**src/rtl/uproc_pkg.sv**
```systemverilog
// Shared definitions for the uProcessor core: instruction fields, opcodes,
// register codes and the fetch-sequencer state encoding.
package uproc_pkg;

    localparam int PMEM_ADDR_W = 5;
    localparam int OPC_FIELD_W = 4;
    localparam int REG_FIELD_W = 2;
    localparam int INS_WORD_W  = OPC_FIELD_W + REG_FIELD_W;

    localparam logic [OPC_FIELD_W-1:0] OPCODE_NOP = 4'h0;
    localparam logic [OPC_FIELD_W-1:0] OPCODE_ADD = 4'h1;
    localparam logic [OPC_FIELD_W-1:0] OPCODE_SUB = 4'h2;
    localparam logic [OPC_FIELD_W-1:0] OPCODE_AND = 4'h3;
    localparam logic [OPC_FIELD_W-1:0] OPCODE_OR  = 4'h4;
    localparam logic [OPC_FIELD_W-1:0] OPCODE_XOR = 4'h5;
    localparam logic [OPC_FIELD_W-1:0] OPCODE_LD  = 4'h6;
    localparam logic [OPC_FIELD_W-1:0] OPCODE_ST  = 4'h7;
    localparam logic [OPC_FIELD_W-1:0] OPCODE_LDI = 4'h8;
    localparam logic [OPC_FIELD_W-1:0] OPCODE_JMP = 4'h9;
    localparam logic [OPC_FIELD_W-1:0] OPCODE_BEQ = 4'hA;
    localparam logic [OPC_FIELD_W-1:0] OPCODE_HLT = 4'hF;

    localparam logic [REG_FIELD_W-1:0] R0 = 2'd0;
    localparam logic [REG_FIELD_W-1:0] R1 = 2'd1;
    localparam logic [REG_FIELD_W-1:0] R2 = 2'd2;
    localparam logic [REG_FIELD_W-1:0] R3 = 2'd3;

    typedef enum logic [1:0] {
        IDLE  = 2'd0,
        FETCH = 2'd1,
        HALT  = 2'd2
    } fetch_state_t;

endpackage

```
**src/rtl/fetch_sequencer.sv**
```systemverilog
// Instruction-fetch controller: owns the PC, registers each fetched word and
// presents it to decode over valid/ready, with stall, redirect, halt/restart.
module fetch_sequencer
    import uproc_pkg::*;
#(
    parameter int                ADDR_W   = PMEM_ADDR_W,
    parameter int                INS_W    = INS_WORD_W,
    parameter int                OPC_W    = OPC_FIELD_W,
    parameter logic [ADDR_W-1:0] RESET_PC = '0,
    parameter int                CNT_W    = 8
) (
    input  logic              clk,
    input  logic              rst_n,
    input  logic              start_i,
    output logic [ADDR_W-1:0] pp_addr_o,
    input  logic [INS_W-1:0]  pp_ins_i,
    output logic [INS_W-1:0]  ins_o,
    output logic [ADDR_W-1:0] ins_pc_o,
    output logic              ins_valid_o,
    input  logic              ins_ready_i,
    input  logic              redir_valid_i,
    input  logic [ADDR_W-1:0] redir_addr_i,
    output logic              halted_o,
    output logic [CNT_W-1:0]  fetch_cnt_o
);

    localparam logic [INS_W-1:0] NOP_WORD = {OPC_W'(OPCODE_NOP), {(INS_W-OPC_W){1'b0}}};
    localparam logic [CNT_W-1:0] CNT_MAX  = {CNT_W{1'b1}};

    fetch_state_t      state_q, state_d;
    logic [ADDR_W-1:0] pc_q, pc_d;
    logic [INS_W-1:0]  ins_q, ins_d;
    logic [ADDR_W-1:0] ins_pc_q, ins_pc_d;
    logic              valid_q, valid_d;
    logic [CNT_W-1:0]  cnt_q, cnt_d;

    logic advance;
    logic transfer;
    logic count_it;
    logic fetched_hlt;

    assign advance  = !valid_q || ins_ready_i;
    assign transfer = valid_q && ins_ready_i;
    // An X opcode compares as X, which the if() below treats as non-HLT.
    assign fetched_hlt = (pp_ins_i[INS_W-1 -: OPC_W] == OPC_W'(OPCODE_HLT));

    // Next-state, PC, output-register and counter logic.
    always_comb begin
        // NOTE: every target gets a hold default first so no path infers a latch.
        state_d  = state_q;
        pc_d     = pc_q;
        ins_d    = ins_q;
        ins_pc_d = ins_pc_q;
        valid_d  = valid_q;
        count_it = 1'b0;

        unique case (state_q)
            IDLE: begin
                if (start_i) state_d = FETCH;
            end
            FETCH: begin
                if (redir_valid_i) begin
                    // Flush: the word on the output is discarded, never counted.
                    pc_d    = redir_addr_i;
                    valid_d = 1'b0;
                end else if (advance) begin
                    ins_d    = pp_ins_i;
                    ins_pc_d = pc_q;
                    valid_d  = 1'b1;
                    count_it = transfer;
                    if (fetched_hlt) state_d = HALT;
                    else             pc_d    = pc_q + ADDR_W'(1);
                end
            end
            HALT: begin
                if (start_i) begin
                    // Restart drops any HLT word still waiting for decode.
                    pc_d    = RESET_PC;
                    valid_d = 1'b0;
                    state_d = FETCH;
                end else if (transfer) begin
                    valid_d  = 1'b0;
                    count_it = 1'b1;
                end
            end
            default: state_d = IDLE;
        endcase

        cnt_d = cnt_q;
        if (count_it && (cnt_q != CNT_MAX)) cnt_d = cnt_q + CNT_W'(1);
    end

    // State and datapath registers with asynchronous reset.
    always_ff @(posedge clk or negedge rst_n) begin
        if (!rst_n) begin
            state_q  <= IDLE;
            pc_q     <= RESET_PC;
            ins_q    <= NOP_WORD;
            ins_pc_q <= '0;
            valid_q  <= 1'b0;
            cnt_q    <= '0;
        end else begin
            // NOTE: non-blocking assignments so all registers update from pre-edge values.
            state_q  <= state_d;
            pc_q     <= pc_d;
            ins_q    <= ins_d;
            ins_pc_q <= ins_pc_d;
            valid_q  <= valid_d;
            cnt_q    <= cnt_d;
        end
    end

    assign pp_addr_o   = pc_q;
    assign ins_o       = ins_q;
    assign ins_pc_o    = ins_pc_q;
    assign ins_valid_o = valid_q;
    assign halted_o    = (state_q == HALT);
    assign fetch_cnt_o = cnt_q;

endmodule

```
**config.mk**
```make
export PLATFORM = sky130hd
export DESIGN_NAME = fetch_sequencer
export DESIGN_NICKNAME = d
export VERILOG_FILES = /design/src/rtl/uproc_pkg.sv /design/src/rtl/fetch_sequencer.sv
export SDC_FILE = /design/constraint.sdc
export NUM_CORES = 1
export LEC_CHECK = 0
export CAP_MARGIN = 20
export CORE_ASPECT_RATIO = 0.8
export CORE_UTILIZATION = 46
export DETAILED_ROUTE_END_ITERATION = 8
export MAX_ROUTING_LAYER = met4
export PLACE_DENSITY = 0.8
export SLEW_MARGIN = 5
export SYNTH_ARGS = -nofsm -noshare
export SYNTH_HDL_FRONTEND = slang
export SYNTH_SLANG_ARGS = --single-unit
```
**constraint.sdc**
```tcl
create_clock -name clk -period 2.1 [get_ports clk]
set_clock_uncertainty 0.1 [all_clocks]
set_input_delay 0.315 -clock clk [delete_from_list [all_inputs] [get_ports clk]]
set_output_delay 0.315 -clock clk [all_outputs]
set_load 0.03 [all_outputs]
```
==> out/results.ini <==
[pwr]
power_density_nw_per_um2 = 1290
leakage_nw = 0.853
ir_worst_vdd_mv = 0.615

[die]
start_util_pct = 49.8
rows = 17
die_area_um2 = 3290
die_h_um = 51.5
ios = 42
die_w_um = 63.8
core_um2 = 2830

[sta]
fmax_mhz = 527
drv_slew = 0
rsz0062_at_grt = no
fin_crit_sh_pct = 90.4
tightest_slew_ns = 0.351
tns_ns = 0
hold_viol = 0
max_slew_margin_pct = 76.5
fin_ws_ns = 0.202
period_minus_slack_ns = 1.90
finalSetupViolCount = 0

[finish]
drive_gt1_share_pct = 16.7
fillerInstances = 230
layout.nets = 197
final_cell_mix = 40 x clkdlybuf4s50_1, 27 x dfrtp_1, 11 x mux2_2
layout_commonest_cell = clkdlybuf4s50_1
area_delta_synth_final_pct = 38.0
n_antenna_cell = 0

[critical_path]
reg2reg_slack_ns = 0.20
cp_max_fo = 6
rr_endpoint = fetch_cnt_o[5]
worstSetupPathType = reg2reg
start_kind = flip-flop
crit_required_ns = 2.20
arrival_ns = 2.00
r2r_cells = 7
end_kind = flip-flop
timing.rr.start = state_q[1]
startpoint = state_q[1]

[route]
wire_per_inst_um = 14.0
drtAntennaViolNets = 0
drtIter0Drc = 53
drt-pass1-iter-count = 4
drc = 0
drt_wl_total_mm = 2.96
avgViaCountPerCell = 5.30
vias = 1124

[synthesis]
synth.net_count = 148
syn_area_per_cell_um2 = 11.2
ys_types = 39
ys_seq_area_share_pct = 48.0
synth_top_area_share_pct = 48.0
yosys_warnings = 0
synth_area_leaders = dfrtp_1 48%, mux2_2 8.8%, ha_1 5.3%, xor2_1 3.7%, nand3_1 2.5%
async_flop_share_pct = 100
yosys.area.top_type = dfrtp_1
synth-seq-cells = 27
synth_edf_count = 0
ys.flop_type = dfrtp_1
syn_area_um2 = 1410
synthCells = 126

[grt]
antenna_found_initial = 0
grt_max_degree = 28
track_usage_pct = 20.8
globalRouteOverflowTotal = 0
grt_pass1_vias = 1081
grt_pass1_wl_mm = 5.00

[clocking]
clk_latency_ns = 0.28
htree_levels = 1
cts.clk_slew.worst_paths_ns = 0.10
clockRootBuffer = clkbuf_8
tritoncts = built
cts_max_path_buffers = 2
cts_hold_buf = 0
cts.sinks = 27
cts_inserted_buffers = 3
cts_setup_buffers = 0

[run_status]
status = complete, no violations

[placement]
place_hpwl_mm = 2.22
portBuffers = 41
place_ws_ns = 0.0997
place_congestion = 0.874

[job]
max_cap_violations = 0

[worst_hold_path]
hold_class = in2async

[registers in the layout, summed over array words and instances, names as in the netlist]
name	flops
ins_valid_o	1
ins_o	6
pp_addr_o	5
ins_pc_o	5
fetch_cnt_o	8
state_q	2
[cell type report]
| type | instances | area (um2) | area share, % |
|---|---|---|---|
| multi-input combinational | 90 | 689 | 35.5 |
| inverter | 5 | 18.8 | 0.966 |
| tap | 38 | 47.5 | 2.45 |
| clock inverter | 1 | 7.51 | 0.387 |
| clock buffer | 3 | 41.3 | 2.13 |
| timing repair buffer | 48 | 462 | 23.8 |
| sequential | 27 | 676 | 34.8 |
[report_power, final]
part | switching (mW) | total, mW | internal, mW
Combinational | 0.714 | 1.34 | 0.623
Sequential | 0.163 | 0.876 | 0.712
Clock | 0.164 | 0.299 | 0.135
[worst max-delay path: stages, from the launching register on]
cell,delay [ns]
dfrtp_1,0.43
inv_1,0.09
ha_1,0.28
nor2b_4,0.22
o221ai_2,0.16
buf_4,0.18
nor3_1,0.20
xor2_1,0.16
[routing by layer]
layer  routed length, um  vias to the layer above  global-route usage, %
met5                   0                        -                      -
met4                  20                        0                   4.55
met3                 147                        5                   4.69
met2                1380                       33                   34.0
met1                1410                      531                   26.7
li1                    -                      555                      -
[through the flow]
step | power (mW) | util, % | instance area [um2] | hold slack (ns) | cells
floorplan | 1.69 | - | 1410 | -0.0806 | 126
global placement | 2.19 | 66.9 | 1890 | 0.368 | 208
detailed placement | 2.23 | 66.9 | 1890 | 0.392 | 208
CTS | 2.53 | 68.6 | 1940 | 0.311 | 212
global route | 2.66 | 68.6 | 1940 | 0.349 | 212
finish | 2.51 | 68.6 | 1940 | 0.301 | 212
[timing repair]
| item | 4_1_cts | 5_1_grt |
|---|---|---|
| gates cloned | 0 | 0 |
| gates resized for setup | 1 | 1 |
| setup endpoints to repair | 1 | 1 |
[how the worst max path moves through the flow]
stage,to,slack [ns],cells past startpoint
after floorplan,fetch_cnt_o[1],0.16,5
after global routing,fetch_cnt_o[5],0.01,7
final,fetch_cnt_o[5],0.20,7
after CTS,halted_o,0.16,3
after global placement,fetch_cnt_o[5],0.14,7
after detailed placement,fetch_cnt_o[5],0.1,7
[cell usage after synthesis, types with 2 or more instances]
library cell  count
dfrtp_1          27
xor2_1            6
nand4_1           2
mux2_2           11
nand2_1           6
a211oi_1          2
nand3_1           7
inv_1             5
o32ai_1           2
a211o_1           2
ha_1              6
nor3_1            7
a21oi_1           2
o31ai_1           2
nand2b_1          3
buf_2             3
o21ai_0           4
nor2_1            7
nor4_1            2
[logic make-up (layout without fill, tap and decap cells)]
| logic type | after synthesis | after routing | synth area share (%) |
|---|---|---|---|
| and+or+nand+nor | 42 | 42 | 16.3 |
| muxes | 12 | 12 | 9.51 |
| buffers and inverters | 9 | 57 | 3.20 |
| AOI/OAI and AO/OA | 23 | 23 | 13.3 |
| adders and majority gates | 6 | 6 | 5.33 |
| xor gates and xnor gates | 7 | 7 | 4.36 |
| DFF | 27 | 27 | 48.0 |
Note: power is estimated with default switching activity, not from simulation.
